===== src/rtl/mem_line_bridge_if.sv =====
// rtl/mem_line_bridge_if.sv - DCache request/response and word-bus signal bundle for mem_line_bridge
interface mem_line_bridge_if #(
   parameter int WORD       = 32,
   parameter int LINE_WORDS = 4
);
   logic                       req_valid;
   logic                       req_store;
   logic [WORD-1:0]            req_addr;
   logic [WORD-1:0]            req_wdata;
   logic                       resp_ready;
   logic [WORD*LINE_WORDS-1:0] line_data;
   logic                       bus_req;
   logic                       bus_we;
   logic [WORD-1:0]            bus_addr;
   logic [WORD-1:0]            bus_wdata;
   logic                       bus_gnt;
   logic                       bus_rvalid;
   logic [WORD-1:0]            bus_rdata;

   // Bridge side
   modport slave (
      input  req_valid, req_store, req_addr, req_wdata,
      input  bus_gnt, bus_rvalid, bus_rdata,
      output resp_ready, line_data,
      output bus_req, bus_we, bus_addr, bus_wdata
   );

   // DCache plus word-bus environment side
   modport master (
      output req_valid, req_store, req_addr, req_wdata,
      output bus_gnt, bus_rvalid, bus_rdata,
      input  resp_ready, line_data,
      input  bus_req, bus_we, bus_addr, bus_wdata
   );
endinterface


===== src/rtl/mem_line_bridge.sv =====
// rtl/mem_line_bridge.sv - DCache line refill / single-word store bridge onto a one-outstanding word bus
module mem_line_bridge #(
   parameter int WORD       = 32,
   parameter int LINE_WORDS = 4
) (
   input logic               clk,
   input logic               rst,
   mem_line_bridge_if.slave  io
);
   localparam int                 LINE_BYTES = LINE_WORDS * WORD / 8;
   localparam int                 CNT_W      = (LINE_WORDS > 1) ? $clog2(LINE_WORDS) : 1;
   localparam logic [WORD-1:0]    LINE_MASK  = WORD'(LINE_BYTES - 1);
   localparam logic [WORD-1:0]    WORD_MASK  = WORD'(3);
   localparam logic [CNT_W-1:0]   LAST_CNT   = CNT_W'(LINE_WORDS - 1);

   typedef enum logic [2:0] {
      S_IDLE,
      S_RD_ISSUE,
      S_RD_WAIT,
      S_WR_ISSUE,
      S_DONE
   } state_t;

   state_t                     r_state;
   state_t                     w_state_nxt;
   logic [CNT_W-1:0]           r_cnt;
   logic [CNT_W-1:0]           w_cnt_nxt;
   logic [WORD-1:0]            r_addr;
   logic [WORD-1:0]            r_wdata;
   logic [WORD*LINE_WORDS-1:0] r_line;

   logic                       w_capture;
   logic                       w_fill;
   logic [WORD-1:0]            w_base;
   logic [WORD-1:0]            w_rd_addr;
   logic                       w_resp_ready;
   logic                       w_bus_req;
   logic                       w_bus_we;
   logic [WORD-1:0]            w_bus_addr;
   logic [WORD-1:0]            w_bus_wdata;

   assign w_base    = r_addr & ~LINE_MASK;
   assign w_rd_addr = w_base + (WORD'(r_cnt) << 2);

   always_ff @(posedge clk or posedge rst) begin
      if (rst) begin
         r_state <= S_IDLE;
         r_cnt   <= '0;
      end else begin
         r_state <= w_state_nxt;
         r_cnt   <= w_cnt_nxt;
      end
   end

   always_ff @(posedge clk or posedge rst) begin
      if (rst) begin
         r_addr  <= '0;
         r_wdata <= '0;
      end else if (w_capture) begin
         r_addr  <= io.req_addr;
         r_wdata <= io.req_wdata;
      end
   end

   // Only the slot addressed by cnt changes; untouched slots keep their old contents.
   always_ff @(posedge clk or posedge rst) begin
      if (rst) begin
         r_line <= '0;
      end else if (w_fill) begin
         for (int i = 0; i < LINE_WORDS; i++) begin
            if (r_cnt == CNT_W'(i)) begin
               r_line[i*WORD +: WORD] <= io.bus_rdata;
            end
         end
      end
   end

   always_comb begin
      w_state_nxt  = r_state;
      w_cnt_nxt    = r_cnt;
      w_capture    = 1'b0;
      w_fill       = 1'b0;
      w_resp_ready = 1'b0;
      w_bus_req    = 1'b0;
      w_bus_we     = 1'b0;
      w_bus_addr   = '0;
      w_bus_wdata  = '0;

      case (r_state)
         S_IDLE: begin
            if (io.req_valid) begin
               w_capture   = 1'b1;
               w_cnt_nxt   = '0;
               w_state_nxt = io.req_store ? S_WR_ISSUE : S_RD_ISSUE;
            end
         end
         S_RD_ISSUE: begin
            w_bus_req  = 1'b1;
            w_bus_addr = w_rd_addr;
            if (io.bus_gnt) begin
               w_state_nxt = S_RD_WAIT;
            end
         end
         S_RD_WAIT: begin
            if (io.bus_rvalid) begin
               w_fill = 1'b1;
               if (r_cnt == LAST_CNT) begin
                  w_state_nxt = S_DONE;
               end else begin
                  w_cnt_nxt   = r_cnt + CNT_W'(1);
                  w_state_nxt = S_RD_ISSUE;
               end
            end
         end
         S_WR_ISSUE: begin
            w_bus_req   = 1'b1;
            w_bus_we    = 1'b1;
            w_bus_addr  = r_addr & ~WORD_MASK;
            w_bus_wdata = r_wdata;
            if (io.bus_gnt) begin
               w_state_nxt = S_DONE;
            end
         end
         // req_valid is deliberately not looked at here so a held request is not re-captured.
         S_DONE: begin
            w_resp_ready = 1'b1;
            w_state_nxt  = S_IDLE;
         end
         default: begin
            w_state_nxt = S_IDLE;
         end
      endcase
   end

   assign io.resp_ready = w_resp_ready;
   assign io.line_data  = r_line;
   assign io.bus_req    = w_bus_req;
   assign io.bus_we     = w_bus_we;
   assign io.bus_addr   = w_bus_addr;
   assign io.bus_wdata  = w_bus_wdata;
endmodule


===== src/flat_wrapper.sv =====
// flat-port wrapper written by rule: the top's interface ports become plain ports
module mem_line_bridge_flat 
#(
   parameter int WORD       = 32,
   parameter int LINE_WORDS = 4
)
  (clk, rst, io_req_valid, io_req_store, io_req_addr, io_req_wdata, io_bus_gnt, io_bus_rvalid, io_bus_rdata, io_resp_ready, io_line_data, io_bus_req, io_bus_we, io_bus_addr, io_bus_wdata);
  mem_line_bridge_if #(.WORD(WORD), .LINE_WORDS(LINE_WORDS)) io_i ();
  input logic clk;
  input logic rst;
  input wire logic [$bits(io_i.req_valid)-1:0] io_req_valid;
  input wire logic [$bits(io_i.req_store)-1:0] io_req_store;
  input wire logic [$bits(io_i.req_addr)-1:0] io_req_addr;
  input wire logic [$bits(io_i.req_wdata)-1:0] io_req_wdata;
  input wire logic [$bits(io_i.bus_gnt)-1:0] io_bus_gnt;
  input wire logic [$bits(io_i.bus_rvalid)-1:0] io_bus_rvalid;
  input wire logic [$bits(io_i.bus_rdata)-1:0] io_bus_rdata;
  output wire logic [$bits(io_i.resp_ready)-1:0] io_resp_ready;
  output wire logic [$bits(io_i.line_data)-1:0] io_line_data;
  output wire logic [$bits(io_i.bus_req)-1:0] io_bus_req;
  output wire logic [$bits(io_i.bus_we)-1:0] io_bus_we;
  output wire logic [$bits(io_i.bus_addr)-1:0] io_bus_addr;
  output wire logic [$bits(io_i.bus_wdata)-1:0] io_bus_wdata;
  assign io_i.req_valid = io_req_valid;
  assign io_i.req_store = io_req_store;
  assign io_i.req_addr = io_req_addr;
  assign io_i.req_wdata = io_req_wdata;
  assign io_i.bus_gnt = io_bus_gnt;
  assign io_i.bus_rvalid = io_bus_rvalid;
  assign io_i.bus_rdata = io_bus_rdata;
  assign io_resp_ready = io_i.resp_ready;
  assign io_line_data = io_i.line_data;
  assign io_bus_req = io_i.bus_req;
  assign io_bus_we = io_i.bus_we;
  assign io_bus_addr = io_i.bus_addr;
  assign io_bus_wdata = io_i.bus_wdata;
  mem_line_bridge #(.WORD(WORD), .LINE_WORDS(LINE_WORDS)) u_core (.clk(clk), .rst(rst), .io(io_i));
endmodule

===== config.mk =====
export PLATFORM = sky130hd
export DESIGN_NAME = mem_line_bridge_flat
export DESIGN_NICKNAME = d
export VERILOG_FILES = /design/src/rtl/mem_line_bridge_if.sv /design/src/rtl/mem_line_bridge.sv /design/src/flat_wrapper.sv
export SDC_FILE = /design/constraint.sdc
export NUM_CORES = 1
export LEC_CHECK = 0
export BUFFER_PORTS_ARGS = -buffer_cell sky130_fd_sc_hd__buf_2
export CAP_MARGIN = 25
export CELL_PAD_IN_SITES_DETAIL_PLACEMENT = 1
export CELL_PAD_IN_SITES_GLOBAL_PLACEMENT = 2
export CORE_ASPECT_RATIO = 1.5
export CORE_MARGIN = 2
export CORE_UTILIZATION = 36
export DETAILED_ROUTE_END_ITERATION = 8
export GPL_ROUTABILITY_DRIVEN = 0
export PLACE_DENSITY_LB_ADDON = 0.1
export SLEW_MARGIN = 15
export SYNTH_ARGS = -nofsm -noshare
export SYNTH_HDL_FRONTEND = slang
export SYNTH_SLANG_ARGS = --single-unit

===== constraint.sdc =====
create_clock -name clk -period 17.4 [get_ports clk]
set_input_delay 3.48 -clock clk [delete_from_list [all_inputs] [get_ports clk]]
set_output_delay 3.48 -clock clk [all_outputs]
set_load 0.01 [all_outputs]

==> metrics.txt <==
die outline area 0.0248 mm²; final worst path period share 32.1%; quantity of I/O buffers inserted on ports 292; library cell occupying the most area in the post-synthesis netlist dfrtp_1; Req. time, crit path 13.92 ns; overall routing resource usage 18.2%; reported leakage power 5.84 nW; maximum net fanout on the critical path 36; standard-cell rows 68; WL per Instance 19.5 µm; synthesized cell area 0.00848 mm²; library cells used by synthesis 29; top area cells in the synthesized netlist dfrtp_1 (58%), mux2_4 (21%), mux2_2 (6.8%); cells along the critical path nor2b_4, buf_16, and3_1, buf_2; unrepaired setup endpoints after global routing false; post-cts repair resize count 0; post-synthesis area per instance 16.3 µm²; wire length of the first global-routing pass 34500 µm; initial core utilization 36.8%; post-layout utilization of the core 46.3%; Die Width 129 µm; CTS tree built; Top Ports 297; Diodes inserted 0; synthesized netlist cell count 520; total power per unit cell area 193 mW/mm²; Worst Max-Slew Pin Slew 0.815 ns; Hold Startpoint u_core.r_addr[24]; number of max-capacitance violations reported 0; hold-fix buffers at CTS 0; number of H-tree levels 4; antenna violation net count after detailed routing 0; fraction of final layout cells with drive strength greater than 1 62.4%; 1st-iter DRT viols 145; grt ovf 0; kind of start point of the critical path register; drt total wl 22000 µm; leading cell types in the layout, fill and taps excluded buf_2 (292), dfrtp_1 (195), mux2_4 (120); worst-case vdd ir drop 78.6 µV; DR DRC count 0; highest attainable clock frequency 179 MHz; insertion delay to the later sink of the worst-skew pair 0.43 ns; drt first pass iters 4; peak per-stage delay on the critical path 0.60 ns; largest net degree at the start of global routing 115; skew final 0.00678 ns; Root Driver clkbuf_16; Area growth syn-to-layout 26.0%; type of the tightest min-delay check register to register; Yosys top cell area share 57.5%; post-DR vias/cell 4.71; antenna violations before repair 2; number of CTS-inserted buffers 17; CTS sink cnt 195; total via count after detailed routing 5325; count of final hold-check violations 0; aggregate negative setup slack 0 ns; CP Data Arrival Time 2.11 ns; sequential element share of the synthesized area 57.5%; Setup violations, final 0; cell with the largest stage delay on the worst path nor2b_4; number of register bits inferred by synthesis 195; warnings from Yosys 0; Worst Setup SP u_core.r_state[0]; Vert. Die Dim 192 µm; half-perimeter wire length of the detailed placement result 15100 µm; nets 910; sort of element at the end of the critical path output pin; Max clock buf depth 2; Final Slew Violations 0; Final Critical Period 5.59 ns; worst slew margin relative to its limit 45.7%; most common cell after layout, fill and taps aside buf_2; run status finished, final reports clean; R2R Path Start u_core.r_state[1]; via count of the first global-routing pass 6009; register clock-pin slew on the reported worst setup and hold paths 0.07 ns; post-CTS setup-driven buffer insertion count 0; area of the placeable core 0.0231 mm²; Crit Path Category register to output pin
-- report_power, final --
group	switching, mW	total [mW]	internal (mW)
Combinational	0.399	0.880	0.481
Clock	0.178	0.376	0.198
Sequential	0.125	0.805	0.681
-- through the flow --
step / power [mW] / hold WS, ns / instance area (µm²) / instances / setup slack (ns)
3_3_place_gp: 1.66 / 0.459 / 10100 / 1097 / 12.02
4_1_cts: 2.10 / 0.489 / 10700 / 1130 / 11.75
2_1_floorplan: 1.36 / 0.449 / 8490 / 521 / 8.61
3_5_place_dp: 1.71 / 0.469 / 10100 / 1098 / 12.02
6_report: 2.06 / 0.482 / 10700 / 1131 / 11.81
5_1_grt: 2.20 / 0.508 / 10700 / 1131 / 11.64
-- final timing paths --
| check | depth (start not counted) | endpoint | slack, ns |
|---|---|---|---|
| worst max-delay path | 4 | io_bus_wdata[0] | 11.81 |
| min in group asynchronous | 2 | u_core.io.line_data[44] | 3.20 |
| worst min register to register | 1 | u_core.r_addr[24] | 0.48 |
| worst max register to register | 5 | u_core.r_wdata[28] | 15.12 |
| max in group asynchronous | 4 | u_core.io.line_data[25] | 12.95 |
| worst min-delay path | 1 | u_core.r_addr[24] | 0.48 |
-- critical path: cells and delay by family (launching register included) --
kind / cells / cell delay [ns]
AND/OR/NAND/NOR: 2 / 0.77
flip-flops: 1 / 0.50
buffers and inverters: 2 / 0.38
-- layout make-up --
class	count	area [µm²]
Clock buffer	17	425
Clock inverter	15	134
Multi-Input combinational cell	287	3290
Inverter	5	26.3
Timing Repair Buffer	297	1540
Fill cell	2383	12400
Sequential cell	195	4880
Tap cell	315	394
-- cell usage after synthesis (all sizes together) --
| cell type | instances |
|---|---|
| and2 | 30 |
| nand3b | 2 |
| and3b | 1 |
| nor2 | 2 |
| clkbuf | 10 |
| nand2 | 4 |
| o221ai | 1 |
| nor2b | 4 |
| and3 | 32 |
| ha | 5 |
| conb | 1 |
| nand3 | 1 |
| and4bb | 1 |
| dfrtp | 195 |
| inv | 5 |
| mux2 | 190 |
| a221oi | 2 |
| xnor2 | 1 |
| a211oi | 1 |
| mux2i | 2 |
| nor3b | 2 |
| a21oi | 1 |
| buf | 24 |
| o211ai | 3 |
-- cell families (layout without fill, tap and decap cells) --
family,after synthesis,after routing,synth area share (%)
XOR/XNOR,1,1,0.103
AO/OA/AOI/OAI,8,8,0.723
other,1,2,0.0442
flip-flops,195,195,57.5
AND/OR/NAND/NOR,79,79,6.21
multiplexers,192,192,30.8
buffers and inverters,39,334,3.88
adder cells (fa/ha/maj),5,5,0.738
-- flip-flops by register name, summed over array words and instances, names as in the netlist --
name                 flops
u_core.io.line_data    128
u_core.r_addr           30
u_core.r_cnt             2
u_core.r_state           3
u_core.r_wdata          32
-- routing by layer --
| layer | vias up | share of wire (%) | track usage, % |
|---|---|---|---|
| li1 | 2368 | - | - |
| met1 | 2748 | 38 | 20.5 |
| met2 | 184 | 52 | 31.6 |
| met3 | 21 | 7.9 | 6.99 |
| met4 | 4 | 1.6 | 5.31 |
| met5 | - | 0.15 | 0 |
Note: power is estimated with default switching activity, not from simulation.
